## src/rtl/rr_first_one_finder.sv

```systemverilog
// rtl/rr_first_one_finder.sv - registered round-robin find-first-one with valid/ready result stage
module rr_first_one_finder #(
  parameter int VECTOR_LENGTH = 16,
  parameter int INDEX_WIDTH   = 32
) (
  input  logic                     clk,
  input  logic                     reset,
  input  logic [VECTOR_LENGTH-1:0] vector_input,
  input  logic                     rr_mode_in,
  input  logic                     request_valid_in,
  output logic                     request_ready_out,
  output logic                     result_valid_out,
  input  logic                     result_ready_in,
  output logic [INDEX_WIDTH-1:0]   first_one_index_out,
  output logic [VECTOR_LENGTH-1:0] onehot_out,
  output logic                     found_out,
  output logic [INDEX_WIDTH-1:0]   pointer_out
);

  // Internal index/pointer width; outputs are zero-extended to INDEX_WIDTH.
  localparam int PW = $clog2(VECTOR_LENGTH);

  typedef enum logic {
    S_EMPTY = 1'b0,
    S_FULL  = 1'b1
  } state_t;

  state_t                   r_state;
  logic [PW-1:0]            r_index;
  logic [PW-1:0]            r_pointer;
  logic [VECTOR_LENGTH-1:0] r_onehot;
  logic                     r_found;

  logic                     w_accept;
  logic [PW-1:0]            w_start;
  logic [PW:0]              w_cand;
  logic                     w_found;
  logic [PW-1:0]            w_index;
  logic [VECTOR_LENGTH-1:0] w_onehot;
  logic [PW-1:0]            w_next_pointer;

  assign request_ready_out = (r_state == S_EMPTY) || result_ready_in;
  assign w_accept          = request_valid_in && request_ready_out;
  assign w_start           = rr_mode_in ? r_pointer : '0;

  // Scan candidates from the start position, wrapping by compare so non-power-of-2 lengths work.
  always_comb begin
    w_cand  = '0;
    w_found = 1'b0;
    w_index = '0;
    for (int k = 0; k < VECTOR_LENGTH; k++) begin
      w_cand = {1'b0, w_start} + (PW+1)'(k);
      if (w_cand >= (PW+1)'(VECTOR_LENGTH)) begin
        w_cand = w_cand - (PW+1)'(VECTOR_LENGTH);
      end
      if (!w_found && vector_input[w_cand[PW-1:0]]) begin
        w_found = 1'b1;
        w_index = w_cand[PW-1:0];
      end
    end
  end

  // Derive the one-hot grant and the pointer that follows the selected slot.
  always_comb begin
    w_onehot       = w_found ? (VECTOR_LENGTH'(1) << w_index) : '0;
    w_next_pointer = (w_index == PW'(VECTOR_LENGTH - 1)) ? '0 : (w_index + PW'(1));
  end

  // Result stage FSM: accept loads a new result, consume-only empties, reset clears everything.
  always_ff @(posedge clk) begin
    if (reset) begin
      r_state   <= S_EMPTY;
      r_index   <= '0;
      r_onehot  <= '0;
      r_found   <= 1'b0;
      r_pointer <= '0;
    end else if (w_accept) begin
      r_state  <= S_FULL;
      r_index  <= w_index;
      r_onehot <= w_onehot;
      r_found  <= w_found;
      if (rr_mode_in && w_found) begin
        r_pointer <= w_next_pointer;
      end
    end else if ((r_state == S_FULL) && result_ready_in) begin
      r_state <= S_EMPTY;
    end
  end

  assign result_valid_out    = (r_state == S_FULL);
  assign first_one_index_out = INDEX_WIDTH'(r_index);
  assign onehot_out          = r_onehot;
  assign found_out           = r_found;
  assign pointer_out         = INDEX_WIDTH'(r_pointer);

endmodule
```

## config.mk

```make
export PLATFORM = sky130hd
export DESIGN_NAME = rr_first_one_finder
export DESIGN_NICKNAME = d
export VERILOG_FILES = /design/src/rtl/rr_first_one_finder.sv
export SDC_FILE = /design/constraint.sdc
export NUM_CORES = 1
export LEC_CHECK = 0
export CORE_MARGIN = 2
export CORE_UTILIZATION = 55
export CTS_BUF_LIST = sky130_fd_sc_hd__clkbuf_8 sky130_fd_sc_hd__clkbuf_16
export DETAILED_ROUTE_END_ITERATION = 8
export PLACE_DENSITY = 0.86
export REMOVE_ABC_BUFFERS = 1
export SYNTH_ARGS = -nofsm -noshare
export SYNTH_HDL_FRONTEND = slang
export SYNTH_SLANG_ARGS = --single-unit
export TNS_END_PERCENT = 10
```

## constraint.sdc

```tcl
create_clock -name clk -period 9 [get_ports clk]
set_clock_uncertainty 0.15 [all_clocks]
set_input_delay 2.7 -clock clk [delete_from_list [all_inputs] [get_ports clk]]
set_output_delay 2.7 -clock clk [all_outputs]
set_load 0.005 [all_outputs]
```

==> qor.log <==
[status] result of the run complete, no violations
[cts] CTS sink count 26
[setup_path] sequence of cells on the critical path buf_2 -> nand2_1 -> ha_1 -> a21boi_0 -> nor2_1 -> o311ai_0 -> o32ai_2 -> and2b_1 -> nand4_1 -> a2111oi_0 -> a211oi_1 -> nor2_2 -> ha_1 -> ha_1 -> a32oi_1 -> nor2_1
[die] vertical die dimension 97.1 um
[finish] number of fill cells 728
[global_route] gr ovfl total 0
[cts] CTS H-tree lvls 1
[cts] number of buffers added by the clock tree synthesis step 3
[setup_path] category of the worst setup path launch point input port
[sta] Period Utilization, post-route 89.1%
[power_and_ir_drop] Leak 1.94 nW
[finish] Multi-input gate area 3710 sq um
[setup_path] max incr delay on CP 650 ps
[run] Max-cap violations 0
[sta] setup TNS 0 ps
[cts] post-CTS setup-driven buffer insertion count 0
[cts] Post-CTS Hold Fix Bufs 0
[setup_path] Worst setup EP type flip-flop
[drt] remaining antenna violation count 0
[sta] worst-case setup margin in the final layout 983 ps
[drt] number of violations reported at the end of detailed-routing iteration 0 616
[cts] number of gates resized after cts 0
[global_route] global-route wire length before repair 24.8 mm
[setup_path] category of the critical setup timing path input port to flip-flop
[finish] ANT cells 0
[cts] clk root buf sky130_fd_sc_hd__clkbuf_8
[logic_synthesis] Post-Syn Area 4770 sq um
[drt] average wire per standard cell 20.6 um
[place] RePlAce Congestion 0.960
[logic_synthesis] sequential-to-total area share from yosys stat 10.9%
[finish] fraction of final layout cells sized beyond drive strength 1 7.42%
[finish] Post-layout nets 689
[sta] clock period minus final worst setup slack 8020 ps
[die] die span in x 97.1 um
[global_route] Total GRT Usage 31.4%
[die] die area 9430 sq um
[logic_synthesis] yosys warns 0
[cts] TritonCTS clock tree yes
[place] post-DP HPWL 11.6 mm
[die] Core Rows 33
[cts] clock network latency to the later pin of the worst-skew pair 260 ps
[sta] relative slew slack 39.5%
[global_route] initial antenna violation count 0
[drt] vias post-DR 5280
[power_and_ir_drop] pwr dens 173 nW/um^2
[setup_path] critical-path maximum fanout 22
[die] Core Footprint 8300 sq um
[logic_synthesis] post-synthesis sequential element count 26
[finish] Area growth syn-to-layout 5.41%
[setup_path] CP arrival 8050 ps
[min_path] start point of the worst hold path onehot_out[8]
[finish] FF+latch area 522 sq um
[logic_synthesis] share of Yosys cell area claimed by the top area cell type 10.9%
[global_route] via count of the first global-routing pass 4639
[sta] Fin. Hold Viols 0
[drt] DRC violation count after routing 0
[place] Setup Slack @ Placement 976 ps
[drt] per-cell via count in the routed design 6.90
[logic_synthesis] top area cells in the synthesized netlist sky130_fd_sc_hd__dfxtp_1 11%, sky130_fd_sc_hd__buf_4 9.8%, sky130_fd_sc_hd__mux2i_1 8.6%
[setup_path] data required time of the critical path 9030 ps
[logic_synthesis] share of synthesized flip-flops with an asynchronous set or reset 0%
[finish] total non-filler cell area in the finished layout 5020 sq um
[setup_path] CP delay by family, top compound AO/OA/AOI/OAI gates
[setup_path] Critical path buffers and inverters 1
[finish] share of the core filled with cells in the final layout 60.5%
[place] number of port buffers 47
[die] starting density of the core 57.4%
[logic_synthesis] Synth area leader sky130_fd_sc_hd__dfxtp_1
[die] I/O Pins 104
[sta] slew of the pin with the lowest slew margin 882 ps
[setup_path] Max stage delay cell, worst path sky130_fd_sc_hd__ha_1
[logic_synthesis] Post-Syn Area per Cell 7.28 sq um
[setup_path] Worst R2R Start r_pointer[0]
[power_and_ir_drop] Final Total Pwr 0.869 mW
[drt] number of iterations in the first detailed-routing pass 6
[place] area of placed instances 4950 sq um
[cts] clock-pin transition on the worst setup and hold timing paths 90 ps
[min_path] class of the tightest hold or removal check flip-flop to flip-flop
[logic_synthesis] Netlist cell types 87
[logic_synthesis] Mapped Cells 655
[sta] upper clock frequency limit 125 MHz
[logic_synthesis] Post-synth EDFFs 0
[logic_synthesis] prevailing post-synth register cell sky130_fd_sc_hd__dfxtp_1
[sta] unrepaired setup endpoints after global routing false
[sta] number of max-slew violations in the final report 0
[setup_path] crit path from rr_mode_in
[setup_path] crit-path most repeated cell sky130_fd_sc_hd__ha_1
[global_route] largest net degree at the start of global routing 72
[drt] sum of routed wire length over all layers 15.7 mm
[power_and_ir_drop] Max VDD drop 138 uV
[cts] Clock Path Buffers 2
[sta] Final setup violation count 0
-- report_power, final --
part | leakage [nW] | switching, mW | total, mW | internal, mW
Combinational | 1.69 | 0.402 | 0.639 | 0.238
Clock | 0.0357 | 0.0360 | 0.0955 | 0.0594
Sequential | 0.212 | 0.00759 | 0.134 | 0.126
-- metal layers --
metal / track usage (%) / share of wire, % / wire, um
met1: 42.3 / 40 / 6260
met2: 48.7 / 44 / 6940
met3: 7.91 / 12 / 1920
met4: 11.1 / 3.8 / 603
met5: 0 / 0 / 0
-- cell type report --
class                           count  share of cell area, %
Multi-Input combinational cell    556                   73.8
Sequential cell                    26                   10.4
Timing Repair Buffer               53                   10.2
Tap cell                          105                   2.62
Inverter                           21                   1.57
Clock buffer                        3                  0.822
Clock inverter                      1                  0.598
-- tightest hold or removal path, stage by stage, from the launching register on --
cell,delay (ps)
sky130_fd_sc_hd__dfxtp_1,320
sky130_fd_sc_hd__nand2_1,50
sky130_fd_sc_hd__a21oi_1,50
-- flip-flops by register name, summed over array words and instances, names as in the netlist --
signal            cells
r_pointer             4
result_valid_out      1
r_index               4
onehot_out           16
found_out             1
-- synth_stat cells (5+ instances only) --
library cell / instances
sky130_fd_sc_hd__buf_2: 11
sky130_fd_sc_hd__o22ai_1: 6
sky130_fd_sc_hd__nor3_1: 20
sky130_fd_sc_hd__nand3b_1: 11
sky130_fd_sc_hd__mux2i_1: 41
sky130_fd_sc_hd__a31oi_1: 7
sky130_fd_sc_hd__nor4bb_1: 6
sky130_fd_sc_hd__o21ai_0: 18
sky130_fd_sc_hd__clkbuf_1: 28
sky130_fd_sc_hd__nor2b_1: 5
sky130_fd_sc_hd__and2_1: 9
sky130_fd_sc_hd__a211o_1: 5
sky130_fd_sc_hd__nor3b_1: 9
sky130_fd_sc_hd__mux2_2: 9
sky130_fd_sc_hd__nand2_1: 38
sky130_fd_sc_hd__nand2b_1: 11
sky130_fd_sc_hd__inv_1: 18
sky130_fd_sc_hd__nand3_1: 30
sky130_fd_sc_hd__o221ai_1: 5
sky130_fd_sc_hd__a221oi_1: 7
sky130_fd_sc_hd__o31ai_1: 5
sky130_fd_sc_hd__a311oi_1: 8
sky130_fd_sc_hd__or3_1: 7
sky130_fd_sc_hd__a32oi_1: 14
sky130_fd_sc_hd__o22a_1: 5
sky130_fd_sc_hd__dfxtp_1: 26
sky130_fd_sc_hd__o211ai_1: 9
sky130_fd_sc_hd__a21o_1: 5
sky130_fd_sc_hd__buf_4: 62
sky130_fd_sc_hd__nor2_1: 55
sky130_fd_sc_hd__a21oi_1: 42
sky130_fd_sc_hd__a2111oi_0: 7
sky130_fd_sc_hd__and3_1: 6
sky130_fd_sc_hd__ha_1: 7
sky130_fd_sc_hd__a211oi_1: 10
-- stage by stage --
stage / hold slack [ps] / std cells
final: 311 / 765
after detailed placement: 301 / 761
after global routing: 337 / 765
after CTS: 315 / 765
after floorplan: 297 / 603
after global placement: 296 / 761
-- logic make-up (layout without fill, tap and decap cells) --
family | after synthesis | in the layout | share of synthesized area [%]
compound gates | 194 | 194 | 30.5
xor+xnor | 8 | 8 | 2.02
fa+ha+maj | 7 | 7 | 1.84
buf+inv | 128 | 78 | 15.6
flops | 26 | 26 | 10.9
mux | 51 | 51 | 11.2
other cells | 1 | 56 | 0.0787
simple gates | 240 | 240 | 27.9
-- path summary, 6_finish.rpt --
check | cells past startpoint | slack (ps) | to
worst max register to register | 17 | 2980 | onehot_out[3]
worst min register to register | 2 | 310 | onehot_out[8]
worst max-delay path | 16 | 980 | onehot_out[3]
worst min-delay path | 2 | 310 | onehot_out[8]
-- cells in the final DEF (no fill, tap or decap), drive strengths merged, types with 6 or more instances in the layout --
cell | Yosys | layout
nand2 | 38 | 38
ha | 7 | 7
clkdlybuf4s50 | 0 | 46
conb | 1 | 56
buf | 79 | 7
and2 | 10 | 10
a221oi | 7 | 7
a21oi | 42 | 42
mux2i | 41 | 41
nor2 | 57 | 57
a32oi | 14 | 14
nor3 | 23 | 23
o21ai | 18 | 18
or3 | 7 | 7
o211ai | 9 | 9
nand3b | 11 | 11
and3 | 6 | 6
nand2b | 11 | 11
a211oi | 11 | 11
inv | 21 | 21
a2111oi | 8 | 8
nor4bb | 6 | 6
a31oi | 8 | 8
nand3 | 30 | 30
mux2 | 9 | 9
nor3b | 9 | 9
o22ai | 7 | 7
a311oi | 9 | 9
dfxtp | 26 | 26
(Power assumes the default switching activity.)
